`src/rtl/uart_pkg.sv`:
```
// uart_pkg: shared constants, state types and baud divisor helper for uart_core_p
package uart_pkg;

    localparam int OVS      = 16;
    localparam int PAR_NONE = 0;
    localparam int PAR_ODD  = 1;
    localparam int PAR_EVEN = 2;

    typedef enum logic [2:0] {RX_IDLE, RX_START, RX_DATA, RX_PAR, RX_STOP} rx_state_t;
    typedef enum logic [2:0] {TX_IDLE, TX_START, TX_DATA, TX_PAR, TX_STOP} tx_state_t;

    function automatic int calc_div(input longint clk_hz, input longint baud);
        return int'((clk_hz + baud * longint'(OVS) / 2) / (baud * longint'(OVS)));
    endfunction

endpackage

```
`src/rtl/uart_fifo.sv`:
```
// uart_fifo: count-based circular FIFO with a first-word-fall-through head
module uart_fifo #(
    parameter int WIDTH = 8,
    parameter int AW    = 2
) (
    input  logic             clk100,
    input  logic             reset,
    input  logic             push,
    input  logic             pop,
    input  logic [WIDTH-1:0] din,
    output logic [WIDTH-1:0] dout,
    output logic             empty,
    output logic             full
);

    localparam int DEPTH = 1 << AW;

    logic [WIDTH-1:0] mem [DEPTH];
    logic [AW-1:0]    wp;
    logic [AW-1:0]    rp;
    logic [AW:0]      cnt;
    logic             do_push;
    logic             do_pop;

    assign empty   = cnt == '0;
    assign full    = cnt == (AW+1)'(DEPTH);
    assign do_push = push & (~full | pop);
    assign do_pop  = pop & (~empty | push);
    assign dout    = empty ? '0 : mem[rp];

    // storage write at the tail
    always_ff @(posedge clk100)
        if (do_push) mem[wp] <= din;

    // wrap-around pointers and occupancy count
    always_ff @(posedge clk100) begin
        if (reset) begin
            wp  <= '0;
            rp  <= '0;
            cnt <= '0;
        end else begin
            wp  <= wp + AW'(do_push);
            rp  <= rp + AW'(do_pop);
            cnt <= cnt + (AW+1)'(do_push) - (AW+1)'(do_pop);
        end
    end

endmodule

```
`src/rtl/uart_core_p.sv`:
```
// uart_core_p: parametrised UART with 16x oversampled RX, FIFOs and sticky errors
module uart_core_p
    import uart_pkg::*;
#(
    parameter int CLK_HZ    = 100_000_000,
    parameter int BAUD      = 19200,
    parameter int DATA_BITS = 8,
    parameter int PARITY    = 0,
    parameter int STOP_BITS = 1,
    parameter int FIFO_AW   = 2
) (
    input  logic                 clk100,
    input  logic                 reset,
    input  logic                 rd,
    input  logic                 wr,
    input  logic [DATA_BITS-1:0] w_data,
    input  logic                 rx,
    output logic                 tx,
    output logic [DATA_BITS-1:0] r_data,
    output logic                 rx_empty,
    output logic                 tx_full,
    input  logic                 err_clr,
    output logic                 parity_err,
    output logic                 frame_err,
    output logic                 overrun
);

    localparam longint CLK_L   = longint'(CLK_HZ);
    localparam longint BAUD_L  = longint'(BAUD);
    localparam int     DIV     = calc_div(CLK_L, BAUD_L);
    localparam longint ACT     = longint'(DIV) * longint'(OVS) * BAUD_L;
    localparam longint ERR     = ACT > CLK_L ? ACT - CLK_L : CLK_L - ACT;
    localparam int     CW      = $clog2(DIV + 1);
    localparam logic [3:0] DLAST = 4'(DATA_BITS - 1);
    localparam logic [3:0] SLAST = 4'(STOP_BITS - 1);
    localparam logic   PAR_EN  = PARITY != PAR_NONE;
    localparam logic   PAR_INV = PARITY == PAR_ODD;

    if (DIV < 1 || ERR * 50 > ACT) begin : g_bad_baud
        $error("uart_core_p: baud rate error exceeds two percent");
    end
    if (DATA_BITS < 5 || DATA_BITS > 9 || STOP_BITS < 1 || STOP_BITS > 2 ||
        !(PARITY == PAR_NONE || PARITY == PAR_ODD || PARITY == PAR_EVEN)) begin : g_bad_cfg
        $error("uart_core_p: unsupported frame format");
    end

    logic [CW-1:0]        div_cnt;
    logic                 tick;
    logic [1:0]           rx_sync;
    logic                 rxd;
    rx_state_t            rx_state, rx_next;
    logic [3:0]           rx_tc, rx_tc_n, rx_bc, rx_bc_n;
    logic [DATA_BITS-1:0] rx_sh, rx_sh_n, rx_word;
    logic                 rx_pb, rx_pb_n, rx_mid, rx_done;
    logic                 pe_ev, fe_ev, good_ev, rx_push, rx_full;
    tx_state_t            tx_state, tx_next;
    logic [3:0]           tx_tc, tx_tc_n, tx_bc, tx_bc_n;
    logic [DATA_BITS-1:0] tx_sh, tx_sh_n, tx_head;
    logic                 tx_pb, tx_pb_n, tx_mid, tx_pop, tx_empty;

    assign tick = div_cnt == CW'(DIV - 1);
    assign rxd  = rx_sync[1];

    // baud divider producing one 16x oversample tick every DIV cycles
    always_ff @(posedge clk100)
        div_cnt <= (reset || tick) ? '0 : div_cnt + 1'b1;

    // two-flop synchroniser for the asynchronous rx pin; idles high
    always_ff @(posedge clk100)
        rx_sync <= reset ? 2'b11 : {rx_sync[0], rx};

    assign rx_mid  = tick && rx_tc == 4'd15;
    assign fe_ev   = rx_done & ~rxd;
    assign pe_ev   = rx_done & rxd & PAR_EN & (^rx_sh ^ rx_pb ^ PAR_INV);
    assign good_ev = rx_done & rxd & ~pe_ev;

    // RX next state: mid start bit after 8 ticks, then one sample per 16 ticks
    always_comb begin
        rx_next = rx_state;
        rx_tc_n = rx_tc;
        rx_bc_n = rx_bc;
        rx_sh_n = rx_sh;
        rx_pb_n = rx_pb;
        rx_done = 1'b0;
        if (rx_state != RX_IDLE && tick) rx_tc_n = rx_tc + 4'd1;
        case (rx_state)
            RX_IDLE: if (!rxd) begin
                rx_next = RX_START;
                rx_tc_n = '0;
            end
            RX_START: if (tick && rx_tc == 4'd7) begin
                rx_next = rxd ? RX_IDLE : RX_DATA;
                rx_tc_n = '0;
                rx_bc_n = '0;
            end
            RX_DATA: if (rx_mid) begin
                rx_sh_n = {rxd, rx_sh[DATA_BITS-1:1]};
                rx_bc_n = rx_bc + 4'd1;
                if (rx_bc == DLAST) rx_next = PAR_EN ? RX_PAR : RX_STOP;
            end
            RX_PAR: if (rx_mid) begin
                rx_pb_n = rxd;
                rx_next = RX_STOP;
            end
            RX_STOP: if (rx_mid) begin
                rx_done = 1'b1;
                rx_next = RX_IDLE;
            end
            default: rx_next = RX_IDLE;
        endcase
    end

    // RX state and datapath registers
    always_ff @(posedge clk100) begin
        if (reset) begin
            rx_state <= RX_IDLE;
            rx_tc    <= '0;
            rx_bc    <= '0;
            rx_sh    <= '0;
            rx_pb    <= 1'b0;
        end else begin
            rx_state <= rx_next;
            rx_tc    <= rx_tc_n;
            rx_bc    <= rx_bc_n;
            rx_sh    <= rx_sh_n;
            rx_pb    <= rx_pb_n;
        end
    end

    // push one cycle after the stop sample; a fresh error event beats err_clr
    always_ff @(posedge clk100) begin
        if (reset) begin
            rx_push    <= 1'b0;
            rx_word    <= '0;
            parity_err <= 1'b0;
            frame_err  <= 1'b0;
            overrun    <= 1'b0;
        end else begin
            rx_push    <= good_ev & ~rx_full;
            rx_word    <= rx_sh;
            parity_err <= pe_ev | (parity_err & ~err_clr);
            frame_err  <= fe_ev | (frame_err & ~err_clr);
            overrun    <= (good_ev & rx_full) | (overrun & ~err_clr);
        end
    end

    uart_fifo #(.WIDTH(DATA_BITS), .AW(FIFO_AW)) u_rx_fifo (
        .clk100 (clk100),
        .reset  (reset),
        .push   (rx_push),
        .pop    (rd & ~rx_empty),
        .din    (rx_word),
        .dout   (r_data),
        .empty  (rx_empty),
        .full   (rx_full)
    );

    uart_fifo #(.WIDTH(DATA_BITS), .AW(FIFO_AW)) u_tx_fifo (
        .clk100 (clk100),
        .reset  (reset),
        .push   (wr & ~tx_full),
        .pop    (tx_pop),
        .din    (w_data),
        .dout   (tx_head),
        .empty  (tx_empty),
        .full   (tx_full)
    );

    assign tx_mid = tick && tx_tc == 4'd15;
    assign tx     = tx_state == TX_START ? 1'b0 :
                    tx_state == TX_DATA  ? tx_sh[0] :
                    tx_state == TX_PAR   ? tx_pb : 1'b1;

    // TX next state: frames start on a tick and chain back-to-back from STOP
    always_comb begin
        tx_next = tx_state;
        tx_tc_n = tx_tc;
        tx_bc_n = tx_bc;
        tx_sh_n = tx_sh;
        tx_pb_n = tx_pb;
        tx_pop  = 1'b0;
        if (tx_state != TX_IDLE && tick) tx_tc_n = tx_tc + 4'd1;
        case (tx_state)
            TX_IDLE: tx_pop = tick & ~tx_empty;
            TX_START: if (tx_mid) begin
                tx_next = TX_DATA;
                tx_bc_n = '0;
            end
            TX_DATA: if (tx_mid) begin
                tx_sh_n = tx_sh >> 1;
                tx_bc_n = tx_bc + 4'd1;
                if (tx_bc == DLAST) begin
                    tx_next = PAR_EN ? TX_PAR : TX_STOP;
                    tx_bc_n = '0;
                end
            end
            TX_PAR: if (tx_mid) tx_next = TX_STOP;
            TX_STOP: if (tx_mid) begin
                tx_bc_n = tx_bc + 4'd1;
                if (tx_bc == SLAST) begin
                    tx_next = TX_IDLE;
                    tx_pop  = ~tx_empty;
                end
            end
            default: tx_next = TX_IDLE;
        endcase
        if (tx_pop) begin
            tx_next = TX_START;
            tx_sh_n = tx_head;
            tx_pb_n = ^tx_head ^ PAR_INV;
            tx_tc_n = '0;
        end
    end

    // TX state and shift registers
    always_ff @(posedge clk100) begin
        if (reset) begin
            tx_state <= TX_IDLE;
            tx_tc    <= '0;
            tx_bc    <= '0;
            tx_sh    <= '0;
            tx_pb    <= 1'b0;
        end else begin
            tx_state <= tx_next;
            tx_tc    <= tx_tc_n;
            tx_bc    <= tx_bc_n;
            tx_sh    <= tx_sh_n;
            tx_pb    <= tx_pb_n;
        end
    end

endmodule

```
`config.mk`:
```
export PLATFORM = sky130hd
export DESIGN_NAME = uart_core_p
export DESIGN_NICKNAME = d
export VERILOG_FILES = /design/src/rtl/uart_pkg.sv /design/src/rtl/uart_fifo.sv /design/src/rtl/uart_core_p.sv
export SDC_FILE = /design/constraint.sdc
export NUM_CORES = 1
export LEC_CHECK = 0
export CAP_MARGIN = 10
export CORE_MARGIN = 1.5
export CORE_UTILIZATION = 35
export CTS_CLUSTER_DIAMETER = 100
export DETAILED_ROUTE_END_ITERATION = 8
export RECOVER_POWER = 25
export SLEW_MARGIN = 20
export SYNTH_ARGS = -nofsm -noshare
export SYNTH_HDL_FRONTEND = slang
export SYNTH_SLANG_ARGS = --single-unit
```
`constraint.sdc`:
```
create_clock -name clk100 -period 5.05 [get_ports clk100]
set_input_delay 1.01 -clock clk100 [delete_from_list [all_inputs] [get_ports clk100]]
set_output_delay 1.01 -clock clk100 [all_outputs]
set_load 0.02 [all_outputs]
```
Yosys cells after proc, flatten, opt, wreduce, memory -nomap -nowiden
Memory sizes are Yosys's and may differ from the RTL's. A register that Yosys moved wholly into a read port is not among the register bits.
Index checks and enable logic that the tools add are counted.
{ "op_classes": {"n_reduce_logical": 26, "n_addsub": 13, "bitwise_logic": 27, "n_mux": 47, "eq_ne": 35} }
{ "ops": {"columns": ["cell", "n"], "rows": [
  ["two-way mux 8 bit", 5],
  ["two-way mux 3 bit", 12],
  ["two-way mux 4 bit", 9],
  ["one-hot mux 3 bit (5 select lines)", 2],
  ["!= test 2 bit, second input constant", 11],
  ["adder 4 x 1 -> 4 bit, second input constant", 4],
  ["one-hot mux 4 bit (2 select lines)", 2],
  ["!= test 3 x 2 -> 1 bit, second input constant", 5],
  ["AND 1 bit", 14],
  ["AND reduction 7 bit", 2],
  ["== test 3 x 2 -> 1 bit, second input constant", 4],
  ["== test 3 bit, second input constant", 4],
  ["== test 4 x 3 -> 1 bit, second input constant", 3],
  ["logical NOT 3 bit", 4],
  ["two-way mux 1 bit", 12],
  ["one-hot mux 4 bit (3 select lines)", 1],
  ["adder 9 x 1 -> 9 bit, second input constant", 1],
  ["== test 9 bit, second input constant", 1],
  ["nonzero test 3 bit", 3],
  ["adder 2 x 1 -> 2 bit", 4],
  ["== test 4 bit, second input constant", 2],
  ["parity 8 bit", 1],
  ["NOT 1 bit", 7],
  ["adder 3 x 1 -> 3 bit", 2],
  ["16 further kinds", 33]
]} }
{ "word_totals": {"n_memories": 2, "ff_bits": 76, "in_bits": 14, "wordCells": 173, "ramBits": 64} }
{ "mem_list": {"columns": ["name", "depth", "width", "rd", "rd_clocked_by_memory_dff", "wr", "line", "source"], "rows": [
  ["u_rx_fifo.mem", 4, 8, 1, 1, 1, "uart_fifo.sv:18", "logic [WIDTH-1:0] mem [DEPTH];"],
  ["u_tx_fifo.mem", 4, 8, 1, 1, 1, "uart_fifo.sv:18", null]
]} }

Longest topological paths before layout
{ "depth": {"ltp_word": 9, "mapped_depth": 14, "mapped_depth_nobuf": 12} }

By module
From an unflattened synthesis, not the netlist that was laid out.
{ "hier_totals": {"hier_cells": 497, "area_unflattened_um2": 6105.9} }
{ "by_module_without_submodules": {"columns": ["mod", "cells_per_inst", "instances", "seq_area_each_um2", "area_each_um2"], "rows": [
  ["uart_fifo", 90, 2, 1101.1, 1604.0],
  ["uart_core_p", 317, 1, 1241.2, 2897.8]
]} }

Least setup slack after synthesis
No wires, ideal clock.
{ "synth_path": {"path_kind": "reg2reg", "from": "register div_cnt[0]", "to": "register u_tx_fifo.cnt[2]", "arrival_time_ns": 2.733, "slack_ns": 2.189, "setup_time_ns": 0.128, "stages_incl_launch_ff": 14, "path_cell_list": "dfxtp_1 > ha_1 > or4b_4 > buf_6 > nor2_1 > and3_1 > buf_2 > ha_1 > inv_1 > ha_1 > fa_1 > xnor2_1 > xnor2_1 > nor2_1"} }
{ "synth_between": {"elab_chain_cells": 8} }
{ "synth_lines": {"columns": ["element", "line", "source"], "rows": [
  ["start: declaration", "uart_core_p.sv:47", "logic [CW-1:0] div_cnt;"],
  ["start signal: assignment", "uart_core_p.sv:66", "div_cnt <= (reset || tick) ? '0 : div_cnt + 1'b1;"],
  ["== test 9 bit (*)", "uart_core_p.sv:61", "assign tick = div_cnt == CW'(DIV - 1);"],
  ["logical AND 1 bit", "uart_core_p.sv:169", "assign tx_mid = tick && tx_tc == 4'd15;"],
  ["two-way mux 1 bit", "uart_core_p.sv:198", "TX_STOP: if (tx_mid) begin"],
  ["one-hot mux 1 bit (2 select lines) (*)", "uart_core_p.sv:183", "case (tx_state)"],
  ["OR 1 bit", "uart_fifo.sv:27", "assign do_push = push & (~full | pop);"],
  ["AND 1 bit", "uart_fifo.sv:27", null],
  ["adder 3 x 1 -> 3 bit", "uart_fifo.sv:44", "cnt <= cnt + (AW+1)'(do_push) - (AW+1)'(do_pop);"],
  ["subtractor 3 x 1 -> 3 bit (*)", "uart_fifo.sv:44", null],
  ["end signal: assignment", "uart_fifo.sv:44", null],
  ["end: declaration", "uart_fifo.sv:21", "logic [AW:0] cnt;"]
]} }
Every way passes the cells marked *; elsewhere a longest branch is shown, timed or not.
A chain may end at the register's enable or synchronous reset.

==> results.sh <==
export IMPL_avgSynthCellArea_um2=12.1
export IMPL_busiest_layer="met2"
export IMPL_worst_setup_path_start_kind="flip-flop"
export IMPL_synth_edff_count=64
export IMPL_firstDrtPassIters=4
export IMPL_drv_cap=0
export IMPL_syn_inst=480
export IMPL_cts_tree="yes"
export IMPL_hold_buffers=0
export IMPL_drt_initial_drc_count=258
export IMPL_worstPathCellList="mux4_2 > nor2b_1 > clkdlybuf4s50_1"
export IMPL_ys_async_sr_fraction_pct=0
export IMPL_gr_total_overflow=0
export IMPL_rsz0062_at_grt="no"
export IMPL_final_setup_viol_count=0
export IMPL_critical_path_class="reg2out"
export IMPL_grt_pass1_wl_mm=16.9
export IMPL_multi_input_area_um2=2240
export IMPL_synth_area_um2=5830
export IMPL_rrSetupSlack_ns=1.89
export IMPL_port_buffers=27
export IMPL_synth_top_cells_by_count="dfxtp_1, edfxtp_1, nor2_1"
export IMPL_post_drt_wl_per_cell_um=13.5
export IMPL_die_h_um=132
export IMPL_dp_cells=706
export IMPL_worstPathRequired_ns=4.04
export IMPL_hold_path_class="reg2reg"
export IMPL_stdcell_area_um2=6900
export IMPL_timing_final_hold_violations=0
export IMPL_cp_max_fo=9
export IMPL_power_density_nw_per_um2=427
export IMPL_grt_max_degree=62
export IMPL_grt_use_met2_pct=19.6
export IMPL_endpoint_kind="output pin"
export IMPL_globalplace_congestion=0.791
export IMPL_die_area_um2=17400
export IMPL_netlist_area_leader_share_pct=33.0
export IMPL_grt_util_met1_pct=15.4
export IMPL_slew_headroom_pct=47.6
export IMPL_cts_inserted_buffers=17
export IMPL_post_cts_setup_buffers=0
export IMPL_ir_drop_mv=0.237
export IMPL_worst_pin_slew_ns=0.784
export IMPL_status="completed"
export IMPL_syn2layout_area_growth_pct=18.4
export IMPL_clkTransAtPathRegs_ns=0.06
export IMPL_synth_cell_type_count=47
export IMPL_final_cells=738
export IMPL_yosysTopAreaCell="edfxtp_1"
export IMPL_synth_area_leaders="edfxtp_1, dfxtp_1, mux4_2"
export IMPL_dieWidth_um=132
export IMPL_slew_violations=0
export IMPL_routed_via_count=3536
export IMPL_p_leak_nw=2.36
export IMPL_place_area_um2=6310
export IMPL_setup_tns_ns=0
export IMPL_diodes=0
export IMPL_vias_per_cell=4.79
export IMPL_ys_warn_count=0
export IMPL_ys_seq_area_share_pct=59.1
export IMPL_post_cts_resize_count=0
export IMPL_wl_mm=9.98
export IMPL_grt_usage_pct=12.3
export IMPL_cts_root_buf="clkbuf_16"
export IMPL_min_period_ns=3.36
export IMPL_h_tree_depth=4
export IMPL_grt_pass1_vias=3452
export IMPL_finalCritPeriodShare_pct=66.6
export IMPL_cts_num_sinks=140
export IMPL_core_um2=16100
export IMPL_drc=0
export IMPL_fin_skew_ns=0.0120
export IMPL_ff_latch_area_um2=3440
export IMPL_pin_count=28
export IMPL_antenna_found_initial=0
export IMPL_cts_path_max_buffers=2
export IMPL_drive_gt1_share_pct=13.0
export IMPL_max_freq_mhz=297
export IMPL_ant_nets=0
export IMPL_clk_latency_ns=0.42
export IMPL_max_stage_delay_ns=0.67
export IMPL_use_met3_pct=4.15
export IMPL_holdWs_ns=0.411
export IMPL_start_util_pct=36.3
export IMPL_hpwlAfterDp_mm=6.65
export IMPL_crit_arrival_ns=2.35
export IMPL_cpMaxStageDelayCell="dfxtp_1"
export IMPL_syn_num_nets=511
export IMPL_ys_seq_elements=140
export IMPL_ys_flop_type="dfxtp_1"
export IMPL_nFillCells=1465
export IMPL_nets=540
export IMPL_row_count=46
export IMPL_synth_most_common_cell="dfxtp_1"
[final cells by class]
class / count / area share [%]
clock inverters: 10 / 1.69
clock buffers: 22 / 6.74
flip-flops and latches: 140 / 49.9
inverters: 17 / 0.925
well taps: 216 / 3.92
repair buffers: 32 / 4.42
multi-input cells: 301 / 32.4
[placed cells by master, fill, tap and decap left out, drive strengths merged, types with 2 or more instances in the layout]
cell	count
dfxtp	76
edfxtp	64
nor2	55
nor2b	29
nand2	24
clkbuf	22
a21oi	21
clkdlybuf4s50	20
xnor2	18
inv	18
mux4	16
ha	15
nor3	14
mux2i	12
a22oi	10
xor2	10
nand3	9
or2	8
and3	6
o21ai	6
dlygate4sd3	6
buf	6
nand2b	5
nand4	5
clkinvlp	5
nand3b	4
a31oi	4
nor3b	3
o22ai	3
or3b	2
and2	2
or3	2
a21o	2
a211oi	2
fa	2
bufinv	2
clkinv	2
nor4	2
[layer usage]
metal / vias up / wire, um
li1: 1766 / -
met1: 1704 / 4740
met2: 61 / 4780
met3: 5 / 339
met4: 0 / 115
met5: - / 0
[final timing paths]
path,start,endpoint,depth (start not counted)
setup / recovery,u_rx_fifo.rp[0],r_data[4],3
hold / removal,rx_sync[0],rx_sync[1],1
hold reg to reg,rx_sync[0],rx_sync[1],1
setup reg to reg,div_cnt[0],u_tx_fifo.cnt[2],11
[sequential cells by signal, summed over array words and instances (netlist names), 2 cells and up]
signal         flops
u_tx_fifo.rp       2
tx_sh              8
u_rx_fifo.rp       2
rx_sh              8
u_tx_fifo.cnt      3
u_tx_fifo.mem     32
u_rx_fifo.wp       2
rx_tc              4
tx_bc              4
tx_state           3
rx_bc              4
u_rx_fifo.mem     32
rx_word            8
rx_state           3
u_rx_fifo.cnt      3
tx_tc              4
rx_sync            2
u_tx_fifo.wp       2
div_cnt            9
[stage by stage]
stage | util, % | worst slack (ns) | power (W)
2_1_floorplan | - | 2.19 | 0.00161
3_3_place_gp | 39.3 | 1.99 | 0.00175
3_5_place_dp | 39.3 | 1.85 | 0.00176
4_1_cts | 42.9 | 1.57 | 0.00299
5_1_grt | 43.0 | 1.52 | 0.00309
6_report | 43.0 | 1.69 | 0.00295
[power breakdown]
group	switching, W	leakage [nW]	internal (W)
logic	0.000208	0.870	0.000231
registers	0.0000562	1.23	0.00124
clock network	0.000457	0.268	0.000755
total	0.000722	2.36	0.00222
[cells by family (layout without fill, tap and decap cells)]
family                   after synthesis  after routing  share of synthesized area [%]
multiplexers                          28             28                           8.25
buffers and inverters                 39             81                           2.71
adder cells (fa/ha/maj)               17             17                           3.91
AO/OA/AOI/OAI                         55             55                           5.93
AND/OR/NAND/NOR                      173            173                           15.9
flip-flops                           140            140                           59.1
XOR/XNOR                              28             28                           4.21
[critical path: cells and delay by family (launching register included)]
family,cells,cell delay [ns]
buffers and inverters,1,0.55
and+or+nand+nor,1,0.14
DFF,1,0.67
muxes,1,0.57
Power figures use the tool's default switching activity.
